[src/rtl/pc_branch_unit_pkg.sv]
// Shared definitions for the program-counter stage: FSM states, default widths, branch-target table.
// Latency: n/a (constants and types only).
// Backpressure: n/a.
package pc_branch_unit_pkg;

  localparam int PCW_DEF  = 10;
  localparam int LUTW_DEF = 5;

  typedef enum logic [1:0] {
    IDLE   = 2'd0,
    RUN    = 2'd1,
    HALTED = 2'd2
  } pc_state_t;

  // Absolute branch targets: entry i is i*8+16, except the last entry which
  // points at the top of instruction memory so wrap-around can be exercised.
  localparam logic [PCW_DEF-1:0] PC_LUT [2**LUTW_DEF] = '{
    10'd16,  10'd24,  10'd32,  10'd40,  10'd48,  10'd56,  10'd64,  10'd72,
    10'd80,  10'd88,  10'd96,  10'd104, 10'd112, 10'd120, 10'd128, 10'd136,
    10'd144, 10'd152, 10'd160, 10'd168, 10'd176, 10'd184, 10'd192, 10'd200,
    10'd208, 10'd216, 10'd224, 10'd232, 10'd240, 10'd248, 10'd256, 10'd1023
  };

endpackage

[src/rtl/pc_lut.sv]
// Branch-target lookup: maps a target index to an absolute program counter value.
// Latency: combinational, zero cycles.
// Backpressure: none; pure function of the index.
module pc_lut
  import pc_branch_unit_pkg::*;
#(
  parameter int PCW  = PCW_DEF,
  parameter int LUTW = LUTW_DEF
) (
  input  logic [LUTW-1:0] target_idx,
  output logic [PCW-1:0]  target_pc
);

  // Straight table read; the table itself lives in the package.
  assign target_pc = PCW'(PC_LUT[target_idx]);

endmodule

[src/rtl/pc_branch_unit.sv]
// Program-counter stage: fetch sequencing, zero-flag register, jump/branch resolution via target LUT.
// Latency: taken branch lands on ProgCtr one cycle later (no delay slot); flag updates at the edge.
// Backpressure: Stall freezes PC, state and flag for the cycle. Macro FLAG_BYPASS_EN forwards Zero_in to branches.
module pc_branch_unit
  import pc_branch_unit_pkg::*;
#(
  parameter int PCW  = PCW_DEF,
  parameter int LUTW = LUTW_DEF
) (
  input  logic            Clk,
  input  logic            Reset,
  input  logic            Start,
  input  logic            Stall,
  input  logic            Halt,
  input  logic            Jump,
  input  logic            BranchZ,
  input  logic            BranchNZ,
  input  logic [LUTW-1:0] TargetIdx,
  input  logic            FlagWrite,
  input  logic            Zero_in,
  output logic [PCW-1:0]  ProgCtr,
  output logic            ZeroFlag,
  output logic            Running,
  output logic            Done
);

  pc_state_t       state;
  logic [PCW-1:0]  target_pc;
  logic            flag_eff;
  logic            taken;

  pc_lut #(
    .PCW  (PCW),
    .LUTW (LUTW)
  ) u_lut (
    .target_idx (TargetIdx),
    .target_pc  (target_pc)
  );

`ifdef FLAG_BYPASS_EN
  // Forward the flag being written this cycle so a branch can consume it immediately.
  assign flag_eff = FlagWrite ? Zero_in : ZeroFlag;
`else
  // Branches see only the registered flag; a dependent branch needs one instruction of spacing.
  assign flag_eff = ZeroFlag;
`endif

  // Multiple branch requests simply OR together.
  assign taken = Jump | (BranchZ & flag_eff) | (BranchNZ & ~flag_eff);

  // Sequencer FSM with PC, flag and status outputs all registered together.
  always_ff @(posedge Clk or negedge Reset) begin
    if (!Reset) begin
      state    <= IDLE;
      ProgCtr  <= '0;
      ZeroFlag <= 1'b0;
      Running  <= 1'b0;
      Done     <= 1'b0;
    end else begin
      case (state)
        IDLE, HALTED: begin
          if (Start) begin
            state   <= RUN;
            ProgCtr <= '0;
            Running <= 1'b1;
            Done    <= 1'b0;
          end
        end
        RUN: begin
          if (!Stall) begin
            if (FlagWrite) begin
              ZeroFlag <= Zero_in;
            end
            if (Halt) begin
              state   <= HALTED;
              Running <= 1'b0;
              Done    <= 1'b1;
            end else if (taken) begin
              ProgCtr <= target_pc;
            end else begin
              ProgCtr <= ProgCtr + PCW'(1);
            end
          end
        end
        default: begin
          state   <= IDLE;
          Running <= 1'b0;
          Done    <= 1'b0;
        end
      endcase
    end
  end

endmodule

[config.mk]
export PLATFORM = sky130hd
export DESIGN_NAME = pc_branch_unit
export DESIGN_NICKNAME = d
export VERILOG_FILES = /design/src/rtl/pc_branch_unit_pkg.sv /design/src/rtl/pc_lut.sv /design/src/rtl/pc_branch_unit.sv
export SDC_FILE = /design/constraint.sdc
export NUM_CORES = 1
export LEC_CHECK = 0
export BUFFER_PORTS_ARGS = -buffer_cell sky130_fd_sc_hd__buf_2
export CORE_MARGIN = 2
export CORE_UTILIZATION = 27
export CTS_BUF_LIST = sky130_fd_sc_hd__clkbuf_2 sky130_fd_sc_hd__clkbuf_4 sky130_fd_sc_hd__clkbuf_8
export CTS_CLUSTER_DIAMETER = 30
export CTS_CLUSTER_SIZE = 40
export DETAILED_ROUTE_END_ITERATION = 12
export GPL_TIMING_DRIVEN = 0
export PLACE_DENSITY_LB_ADDON = 0.08
export SLEW_MARGIN = 10
export SYNTH_ARGS = -nofsm -noshare
export SYNTH_HDL_FRONTEND = slang
export SYNTH_SLANG_ARGS = --single-unit
[constraint.sdc]
create_clock -name Clk -period 2.4 [get_ports Clk]
set_input_delay 0.24 -clock Clk [delete_from_list [all_inputs] [get_ports Clk]]
set_output_delay 0.24 -clock Clk [all_outputs]
set_load 0.05 [all_outputs]
==> impl_results.md <==
- Diodes inserted: 0
- VDD IR max: 0.0004302 V
- Unrepaired setup endpoints after global routing: false
- Syn. warnings: 0
- Status: finished, final reports clean
- Worst EP arrival: 2.01 ns
- Worst-path maximum fanout: 10
- Clock Tree Buf Depth: 2
- Hold Path Origin: Zero_in
- Router iterations before antenna repair: 4
- Largest net degree at the start of global routing: 15
- CP Capture Type: flop
- Post-Synth XOR/XNOR Area: 0%
- GR Layer Usage met2: 19.87%
- Post-DP HPWL: 1.964 mm
- Ys flop type: dfrtp_1
- Sequential area share after synthesis: 36.75%
- Post-synthesis mux area share: 2.756%
- Leak Pwr: 0.0005274 uW
- Worst skew pair latency: 0.28 ns
- Post-synth top area share: 36.75%
- Vias: 973
- Top cells by area, synth: dfrtp_1 37%, a21oi_1 4.2%, ha_1 3.9%
- Worst hold path depth: 2
- Synth Area in Compound Gates: 26.12%
- RR Endpoint: ProgCtr[7]
- Fin. Hold Viols: 0
- Most Crowded Layer GR: met2
- Simple-Gate Fraction of Synth Area: 26.64%
- Syn Nets: 126
- Worst endpoint required time: 2.57 ns
- Worst Setup Start Kind: flop
- Post-route cell area: 1187 um^2
- Max Cap Viol: 0
- Tcrit/Tclk final: 76.77%
- Kind of critical path: flop to flop
- Placed Area: 1141 um^2
- Vias per cell: 5.259
- Max Transition Viols Final: 0
- Die Area: 4023 um^2
- Clock sinks: 14
- Skew final: 0.007158 ns
- #FFs+latches synth: 14
- Die height: 63.43 um
- Post-Syn Area: 953.4 um^2
- Num CTS Buffers: 3
- Synth Area in Adders: 3.937%
- CTS tree: yes
- First-pass GRT wire length: 4.126 mm
- Met1 Resource Use GR: 18.69%
- Tightest Pin Transition: 0.8074 ns
- 1st-iter DRT viols: 62
- CTS root buffer: clkbuf_4
- Largest family of logic cells by synthesized area: simple AND/OR/NAND/NOR gates
- Leading area contributor after synthesis: dfrtp_1
- Hold path endpoint: ZeroFlag
- Clk slew on worst S/H paths: 0.09 ns
- Die Wd: 63.43 um
- Period minus WS final: 1.843 ns
- Syn-to-layout area delta: 24.54%
- EDFF count, synth: 0
- Final ANT Viol Nets: 0
- GRT overflow: 0
- I/O Buffers: 26
- GP Congestion: 0.8231
- Setup TNS: 0 ns
- Fmax: 542.7 MHz
- Flop2flop setup slack: 0.56 ns
- # H-tree levels: 1
- Fin nets: 158
- Yosys cell types: 40
- Layout cells sized above 1: 26.62%
- Drt total wl: 2.500 mm
- Row Count: 21
- Most frequent cells in the layout: 28 x buf_2, 14 x dfrtp_1, 8 x a21oi_1
- Asr flop ratio synth: 100.0%
- Hold Path Class: input pin to flop
- Core area: 3363 um^2
- Commonest non-fill, non-tap cell in the layout: buf_2
- Worst reg2reg path startpoint: Done
- Cell Pwr Density: 834.2 nW/um^2
- DR DRC count: 0
- Cells on worst reg2reg path: 5
- # IOs: 28
- Setup violations, final: 0
- Vias in the first global route: 844
- GRT Total Usage: 13.05%
- Starting Density: 28.35%
- GR Layer Usage met3: 2.321%
- Drt wl/cell: 13.51 um
- Initial antenna violation count: 0
- Average size of a mapped cell: 8.828 um^2
- Post-CTS Setup Inserts: 0
- Slew HR: 46.17%
- Mapped Cells: 108
[routing by layer]
metal	up-vias	wire length, um
li1	484	-
met1	461	1185
met2	26	1158
met3	2	138
met4	0	17
met5	-	0
[per-stage QoR]
step	std cells	utilization, %	hold WS (ns)	total power [uW]	setup slack, ns
2_1_floorplan	108	-	-0.05559	701.1	0.4579
3_3_place_gp	180	33.93	0.1581	826.7	0.5567
3_5_place_dp	180	33.93	0.1643	828.1	0.5479
4_1_cts	185	35.31	0.1587	1006	0.5269
5_1_grt	185	35.31	0.1586	1064	0.4282
6_report	185	35.31	0.1689	990.5	0.5574
[cells by family (layout without fill, tap and decap cells)]
kind of cell / count (synthesis) / after routing
compound gates: 36 / 36
fa+ha+maj: 3 / 3
flops: 14 / 14
buf+inv: 9 / 40
mux: 2 / 2
simple gates: 44 / 44
[critical path: stages, from the launching register on]
cell and delay, ns:
dfrtp_1 0.46, or4b_4 0.60, buf_2 0.21, o21ai_1 0.19
o31ai_1 0.13, o2bb2ai_1 0.14
[area by class of cell]
cell class                 instances  area, um^2
buffer                             3       13.76
clock buffer                       4       36.28
fill                             382        2176
inverter                           6       22.52
multi-input combinational         85       566.8
sequential                        14       350.3
tap                               46       57.56
timing repair buffer              27       140.1
[sequential cells by signal, summed over array words and instances (netlist names)]
register and count:
ProgCtr 10, Done 1, Running 1, ZeroFlag 1
state 1
[where the power goes]
part	total (uW)	leakage, uW	switching, uW	internal, uW
Clock	170	0.0000210	78.3	92.2
Sequential	354	0.000185	62.8	292
Combinational	466	0.000321	330	136
Total	990	0.000527	471	519
[cells in the mapped netlist (2+ instances only)]
cell type	n
a22oi_1	3
nor2b_1	2
nand2_1	7
a21oi_1	8
inv_1	6
o22ai_1	4
nand3b_1	2
nand2b_1	3
a21o_1	2
o21ai_1	2
buf_2	2
nor4b_1	2
nor2_1	6
nor3_1	6
or2_2	2
o211ai_1	3
nand3_1	5
dfrtp_1	14
o2bb2ai_1	3
o31ai_1	4
ha_1	3
[timing repair]
item / CTS / global route
gates resized for setup: 0 / 0
hold buffers: 1 / 0
hold endpoints to repair: 14 / 0
[worst max path at each step]
stage                         from         end  slack, ns
final                         Done  ProgCtr[7]       0.56
after global routing          Done  ProgCtr[3]       0.43
after CTS                     Done  ProgCtr[7]       0.53
after detailed placement      Done  ProgCtr[7]       0.55
after global placement        Done  ProgCtr[7]       0.56
after floorplan           ZeroFlag  ProgCtr[6]       0.46
Note: power is estimated with default switching activity, not from simulation.
